`src/rtl/alu_pkg.sv`:
```
// Shared definitions for the 32-bit ALU and its command sequencer:
// opcode encoding (must match the ALU's S input), data width and the
// sequencer state type.
package alu_pkg;

   localparam int unsigned DATA_W = 32;

   localparam logic [2:0] ALU_ADD  = 3'd0;
   localparam logic [2:0] ALU_XOR  = 3'd1;
   localparam logic [2:0] ALU_AND  = 3'd2;
   localparam logic [2:0] ALU_OR   = 3'd3;
   localparam logic [2:0] ALU_NOR  = 3'd4;
   localparam logic [2:0] ALU_SHR  = 3'd5;
   localparam logic [2:0] ALU_SHL  = 3'd6;
   localparam logic [2:0] ALU_RSVD = 3'd7;

   typedef enum logic [1:0] {
      ST_IDLE  = 2'd0,
      ST_EXEC  = 2'd1,
      ST_SHIFT = 2'd2,
      ST_RESP  = 2'd3
   } ctrl_state_e;

   // True for the 1-bit shift opcodes that the sequencer iterates.
   function automatic logic is_shift(input logic [2:0] op);
      return (op == ALU_SHR) || (op == ALU_SHL);
   endfunction

endpackage

```
`src/rtl/alu_ctrl.sv`:
```
// Command sequencer for the 32-bit ALU. Accepts one command at a time,
// drives the ALU for one cycle (logic/add ops) or iterates its 1-bit shift
// (shr/shl by shamt), and holds a registered response until consumed.
// All outputs come from registers or a decode of the current state.
module alu_ctrl
   import alu_pkg::*;
#(
   parameter int unsigned SHAMT_W = 5
) (
   input  logic               clk,
   input  logic               rst,
   input  logic               cmd_valid,
   output logic               cmd_ready,
   input  logic [2:0]         cmd_op,
   input  logic [DATA_W-1:0]  cmd_a,
   input  logic [DATA_W-1:0]  cmd_b,
   input  logic [SHAMT_W-1:0] cmd_shamt,
   output logic               rsp_valid,
   input  logic               rsp_ready,
   output logic [DATA_W-1:0]  rsp_data,
   output logic               rsp_co,
   output logic               rsp_err,
   output logic [2:0]         alu_s,
   output logic [DATA_W-1:0]  alu_in1,
   output logic [DATA_W-1:0]  alu_in2,
   input  logic [DATA_W-1:0]  alu_out,
   input  logic               alu_co
);

   ctrl_state_e        state_q, state_d;
   logic [2:0]         op_q;
   logic [DATA_W-1:0]  a_q;
   logic [DATA_W-1:0]  b_q;
   logic [DATA_W-1:0]  acc_q;
   logic [SHAMT_W-1:0] count_q;
   logic [DATA_W-1:0]  data_q;
   logic               co_q;
   logic               err_q;
   logic               last_shift;

   assign last_shift = (count_q == SHAMT_W'(1));

   // State register.
   always_ff @(posedge clk or posedge rst) begin
      if (rst) state_q <= ST_IDLE;
      else     state_q <= state_d;
   end

   // Next-state: dispatch by opcode at acceptance, then step to RESP.
   always_comb begin
      state_d = state_q;
      case (state_q)
         ST_IDLE: begin
            if (cmd_valid) begin
               if (cmd_op == ALU_RSVD)
                  state_d = ST_RESP;
               else if (is_shift(cmd_op))
                  state_d = (cmd_shamt == '0) ? ST_RESP : ST_SHIFT;
               else
                  state_d = ST_EXEC;
            end
         end
         ST_EXEC:  state_d = ST_RESP;
         ST_SHIFT: if (last_shift) state_d = ST_RESP;
         ST_RESP:  if (rsp_ready) state_d = ST_IDLE;
         default:  state_d = ST_IDLE;
      endcase
   end

   // Command capture, shift iteration and response registers.
   always_ff @(posedge clk or posedge rst) begin
      if (rst) begin
         op_q    <= '0;
         a_q     <= '0;
         b_q     <= '0;
         acc_q   <= '0;
         count_q <= '0;
         data_q  <= '0;
         co_q    <= 1'b0;
         err_q   <= 1'b0;
      end else begin
         case (state_q)
            ST_IDLE: begin
               if (cmd_valid) begin
                  op_q    <= cmd_op;
                  a_q     <= cmd_a;
                  b_q     <= cmd_b;
                  acc_q   <= cmd_a;
                  count_q <= cmd_shamt;
                  co_q    <= 1'b0;
                  err_q   <= (cmd_op == ALU_RSVD);
                  // Zero-length shift completes immediately with the source.
                  if (is_shift(cmd_op) && (cmd_shamt == '0))
                     data_q <= cmd_a;
                  else
                     data_q <= '0;
               end
            end
            ST_EXEC: begin
               data_q <= alu_out;
               co_q   <= alu_co;
            end
            ST_SHIFT: begin
               acc_q   <= alu_out;
               count_q <= count_q - 1'b1;
               if (last_shift) begin
                  data_q <= alu_out;
                  co_q   <= alu_co;
               end
            end
            default: ;
         endcase
      end
   end

   // Handshake and ALU drive decoded from state and held registers.
   always_comb begin
      cmd_ready = (state_q == ST_IDLE);
      rsp_valid = (state_q == ST_RESP);
      rsp_data  = data_q;
      rsp_co    = co_q;
      rsp_err   = err_q;
      alu_s     = '0;
      alu_in1   = '0;
      alu_in2   = '0;
      case (state_q)
         ST_EXEC: begin
            alu_s   = op_q;
            alu_in1 = a_q;
            alu_in2 = b_q;
         end
         ST_SHIFT: begin
            alu_s   = op_q;
            alu_in1 = acc_q;
         end
         default: ;
      endcase
   end

endmodule
```
`config.mk`:
```
export PLATFORM = sky130hd
export DESIGN_NAME = alu_ctrl
export DESIGN_NICKNAME = d
export VERILOG_FILES = /design/src/rtl/alu_pkg.sv /design/src/rtl/alu_ctrl.sv
export SDC_FILE = /design/constraint.sdc
export NUM_CORES = 1
export LEC_CHECK = 0
export BUFFER_PORTS_ARGS = -buffer_cell sky130_fd_sc_hd__buf_2
export CAP_MARGIN = 20
export CORE_MARGIN = 8
export CORE_UTILIZATION = 50
export DETAILED_ROUTE_END_ITERATION = 10
export PLACE_DENSITY = 0.79
export SLEW_MARGIN = 20
export SYNTH_ARGS = -nofsm -noshare
export SYNTH_HDL_FRONTEND = slang
export SYNTH_SLANG_ARGS = --single-unit
```
`constraint.sdc`:
```
create_clock -name clk -period 6.8 [get_ports clk]
set_input_delay 1.36 -clock clk [delete_from_list [all_inputs] [get_ports clk]]
set_output_delay 1.36 -clock clk [all_outputs]
set_load 0.02 [all_outputs]
```
; ---- Word-level counts from Yosys, hierarchy flattened
; Cells that the tools add are included.
[totals]
register_bits = 140
latch_bits = 0
mem_bits_rw = 0
romBits = 0
in_bits = 109
out_inout_bits = 103
elab_cells = 52
mem_count = 0
[classes]
add_sub_neg = 1
mul = 0
div_mod_pow = 0
order_cmp = 0
n_eq_ne = 10
n_shift = 0
mux = 21
n_bitwise = 0
reduce_logical = 11
[ops]
columns = op, count
row1 = 32-bit two-way mux, 5
row2 = 32-bit case mux with 2 select lines, 2
row3 = 32-bit case mux with 3 select lines, 1
row4 = 2-bit two-way mux, 5
row5 = 5-bit case mux with 2 select lines, 1
row6 = 3-bit == test (second input constant), 3
row7 = 2-bit case mux with 4 select lines, 1
row8 = 3-bit AND reduction, 2
row9 = 5-bit by 1-bit == test with 1-bit output (second input constant), 1
row10 = 5-bit zero test, 1
row11 = 5-bit two-way mux, 1
row12 = 5-bit by 1-bit subtractor with 5-bit output (second input constant), 1
row13 = 2-bit == test (second input constant), 2
row14 = 2-bit != test (second input constant), 2
row15 = 2-bit AND reduction, 2
row16 = 1-bit two-way mux, 3
row17 = 3-bit two-way mux, 1
row18 = 1-bit case mux with 3 select lines, 1
row19 = 3-bit nonzero test, 1
row20 = 2-bit by 1-bit == test with 1-bit output (second input constant), 1
row21 = 2-bit zero test, 1
row22 = 2-bit by 1-bit != test with 1-bit output (second input constant), 1
row23 = 2-bit nonzero test, 1
row24 = 2-bit OR reduction, 1
row25 = other kinds (2), 2

; ---- Logic depth before layout (Yosys ltp)
[depth]
word_depth = 6
depth_mapped = 8
ltp_nobuf = 6

; ---- Least setup slack after synthesis
; No wires, ideal clock.
[synth_timing]
path_kind = register to output
start = register state_q[0]
end = output port alu_in1[22]
t_arrival_ps = 1991
required_time_ps = 5440
path_slack_ps = 3449
path_stages_with_launch = 8
path_buffers = 3
cell_sequence = dfrtp_1 > inv_1 > ha_1 > clkbuf_1 > clkbuf_1 > buf_2 > a22oi_1 > nor2_1
[synth_via]
elab_chain_cells = 2
word_cells_on_any_way = 3
cone_classes = 2 x eq/ne / 1 x mux
[synth_lines]
columns = element, line_no
row1 = start: declaration, alu_ctrl.sv:30  ; ctrl_state_e state_q, state_d;
row2 = start signal: assignment, alu_ctrl.sv:46  ; else state_q <= state_d;
row3 = 2-bit == test or 2-bit by 1-bit == test with 1-bit output (tied branches), alu_ctrl.sv:126  ; case (state_q)
row4 = 32-bit case mux with 2 select lines *, alu_ctrl.sv:126
row5 = end: declaration, alu_ctrl.sv:24  ; output logic [DATA_W-1:0] alu_in1,
; Mark *: on every way between the ends. The rest lies on a longest branch, timed or not.

; ---- Worst setup path after layout
[layout_timing]
start = register state_q[0]
end = output port alu_in1[15]
; The elaborated chain is that of the path after synthesis.

==> impl_metrics.ini <==
[layout]
final_layout_size_suffix_gt1_frac = 0.409
layout.cells.most_common = sky130_fd_sc_hd__buf_2
area.growth.synth_to_final_pct = 26.9
fillerInstances = 1040
layout.cell_area.non_filler_um2 = 8450
multi_input_combinational_cell_area_um2 = 2940
antenna_cells = 0
layout.area.seq_um2 = 3500
final_cells = 986
final_net_count = 915
final_cell_mix = sky130_fd_sc_hd__buf_2 (211), sky130_fd_sc_hd__dfrtp_1 (140), sky130_fd_sc_hd__nor2_1 (68), sky130_fd_sc_hd__mux2_2 (67), sky130_fd_sc_hd__o21ai_0 (40)

[routing]
drt_iter0_drc = 391
via_count = 5487
wl_met1_um = 7370
detailroute.wirelength.met2_um = 8800
routed_wire_length_per_instance_um = 18.2
highest_layer = met5
totalWireLength_um = 18000
drc_errors = 0
dr.pass1.iters = 5
drt-vias-per-instance = 5.56
route.antenna.remaining_nets = 0
wl_met3_um = 1500

[worst_setup_path]
timing.setup.critical_path_class = register to output pin
worstSetupStartpoint = state_q[0]
timing.critical_path.buf_inv = 4
critical_path.top_delay_family = buffers and inverters
worst_setup_path_start_kind = register
critical_path_arrival_ns = 2.53
critPathMaxFanout = 39
r2r-start = state_q[0]
cp-end-kind = output pin
cp_data_required_time_ns = 5.44
reg2reg_depth = 7
cell_count_along_the_critical_path = 6
cp_slowest_cell = sky130_fd_sc_hd__dfrtp_1
worstPathCellList = inv_1 -> ha_1 -> buf_4 -> inv_2 -> nor2_1 -> buf_2
critPathMaxStageDelay_ns = 0.44

[clock_tree]
insertion_delay_of_the_later_clocked_pin_in_the_worst_skew_pair_ns = 0.42
cts_root_buffer = sky130_fd_sc_hd__clkbuf_16
ctsLongestPathBuffers = 2
tritoncts = built
clkTransAtPathRegs_ns = 0.05
cts.sinks = 140
numCtsBuffers = 17
ctsHoldBuffers = 0
ctsResizeCount = 0
cts_htree_levels = 4
cts_setup_buffers = 0

[sta]
grt_setup_unrepaired = no
max_slew.worst_pin.slew_ns = 1.04
min_period_over_period = 0.572
worst_slew_margin_rel = 0.309
final_max_slew_viol_count = 0
fmax_ghz = 0.257
worst_clock_skew_ns = 0.00595
finalHoldViolations = 0
setup_viol = 0
totalNegativeSetupSlack_ns = 0
final.min_clock_period_ns = 3.89

[placed_design]
count_of_port_buffers_added_during_placement = 211
placed_cells_incl_taps = 955
detailed_place_hpwl_um = 12100
gp_congestion = 0.785
place_area_um2 = 7800

[min_path]
timing.hold.worst.start = acc_q[29]
timing.hold.worst_path_depth = 2
hp-class = register to register

[floorplanning]
die_width_um = 131
die_area_um2 = 17300
initial_core_util = 0.507
chipHeight_um = 131
standard_cell_core_area_um2 = 13100
core.rowCount = 42
design.portCount = 212

[job]
timing.max_cap.violations = 0

[power_and_ir_drop]
leakage_nw = 4.02
total_power_mw = 4.83
power.ir.vdd_worst_mv = 0.387
power_density_nw_per_um2 = 571

[global_route]
grt_util_all_layers = 0.207
grt.overflow.total = 0
grt_antenna_before_repair = 2
grt_first_pass_wirelength_um = 29400
grt_max_degree = 76
first_global_vias = 5901

[yosys]
total_of_warnings_raised_by_yosys = 0
synth_seq_area_share = 0.526
synth_largest_area_cell = sky130_fd_sc_hd__dfrtp_1
synth-seq-cells = 140
synthesis.instances = 611
synth.cell_area_um2 = 6660
synthesis.nets = 728
post-synth-top-area-fraction = 0.526
yosys-top-cells-area = sky130_fd_sc_hd__dfrtp_1 (53%), sky130_fd_sc_hd__mux2_2 (11%), sky130_fd_sc_hd__mux2i_1 (5.0%)
ys_types = 33
post_synthesis_mean_instance_area_um2 = 10.9

[status]
run_status = completed
per-layer routing:
metal | vias up | track usage
met1 | 2688 | 0.241
met3 | 26 | 0.0781
li1 | 2558 | -
met4 | 4 | 0.0791
met5 | - | 0
met2 | 211 | 0.342
registers in the layout, summed over array words and instances (netlist names):
| register | cells |
|---|---|
| rsp_data | 32 |
| a_q | 32 |
| count_q | 5 |
| state_q | 2 |
| op_q | 3 |
| rsp_err | 1 |
| rsp_co | 1 |
| acc_q | 32 |
| b_q | 32 |
power breakdown:
part	switching (mW)	total, mW	internal (mW)
logic	1.47	2.35	0.878
registers	0.218	1.49	1.27
clock network	0.347	0.988	0.641
final timing paths:
check / end / slack, ns
max: alu_in1[15] / 2.91
min: acc_q[29] / 0.48
max reg2reg: count_q[0] / 3.77
min reg2reg: acc_q[29] / 0.48
max in group asynchronous: a_q[29] / 4.43
min in group asynchronous: b_q[2] / 1.05
per-stage QoR:
stage	utilization	hold WS (ns)	worst slack [ns]
2_1_floorplan	-	0.450	1.69
6_report	0.643	0.484	2.91
3_5_place_dp	0.594	0.472	3.03
5_1_grt	0.643	0.499	2.74
3_3_place_gp	0.594	0.461	3.21
4_1_cts	0.642	0.485	2.57
cell type report:
cell class	count	area share
clock buffers	21	0.0557
repair buffers	218	0.131
clock inverters	10	0.0193
multi-input cells	411	0.348
inverters	10	0.00504
well taps	176	0.0261
flip-flops and latches	140	0.415
Yosys cell counts:
cell type and count:
sky130_fd_sc_hd__o21ai_0 40, sky130_fd_sc_hd__a21oi_1 31, sky130_fd_sc_hd__a21oi_2 7, sky130_fd_sc_hd__buf_1 10
sky130_fd_sc_hd__o211ai_1 1, sky130_fd_sc_hd__o21a_1 1, sky130_fd_sc_hd__buf_6 2, sky130_fd_sc_hd__clkbuf_1 26
sky130_fd_sc_hd__nor2b_1 1, sky130_fd_sc_hd__and2_1 35, sky130_fd_sc_hd__a22oi_1 32, sky130_fd_sc_hd__or4b_1 1
sky130_fd_sc_hd__ha_1 8, sky130_fd_sc_hd__nand3_1 2, sky130_fd_sc_hd__nor2_1 69, sky130_fd_sc_hd__a31oi_1 1
sky130_fd_sc_hd__inv_1 10, sky130_fd_sc_hd__a32oi_1 32, sky130_fd_sc_hd__mux2i_1 33, sky130_fd_sc_hd__o32ai_1 1
sky130_fd_sc_hd__o22a_1 3, sky130_fd_sc_hd__or4_1 1, sky130_fd_sc_hd__buf_4 3, sky130_fd_sc_hd__a211oi_2 1
sky130_fd_sc_hd__buf_2 9, sky130_fd_sc_hd__nor4b_1 1, sky130_fd_sc_hd__a221oi_1 1, sky130_fd_sc_hd__nor3b_1 1
sky130_fd_sc_hd__dfrtp_1 140, sky130_fd_sc_hd__or3_1 2, sky130_fd_sc_hd__mux2_2 67, sky130_fd_sc_hd__xnor2_1 1
sky130_fd_sc_hd__nand2_1 38
worst reg2reg max path: stages, from the launching register on:
cell                      delay [ns]
sky130_fd_sc_hd__dfrtp_1        0.44
sky130_fd_sc_hd__inv_1          0.19
sky130_fd_sc_hd__ha_4           0.86
sky130_fd_sc_hd__inv_1          0.35
sky130_fd_sc_hd__o21a_2         0.29
sky130_fd_sc_hd__buf_4          0.31
sky130_fd_sc_hd__or3_1          0.43
sky130_fd_sc_hd__o21ai_0        0.08
cells by family (layout without fill, tap and decap cells):
kind of cell	Yosys count	after routing	synth area share
AO/OA/AOI/OAI	151	151	0.152
AND/OR/NAND/NOR	151	151	0.103
flip-flops	140	140	0.526
multiplexers	100	100	0.163
buffers and inverters	60	259	0.0395
adder cells (fa/ha/maj)	8	8	0.0150
XOR/XNOR	1	1	0.00132
(Power assumes the default switching activity.)
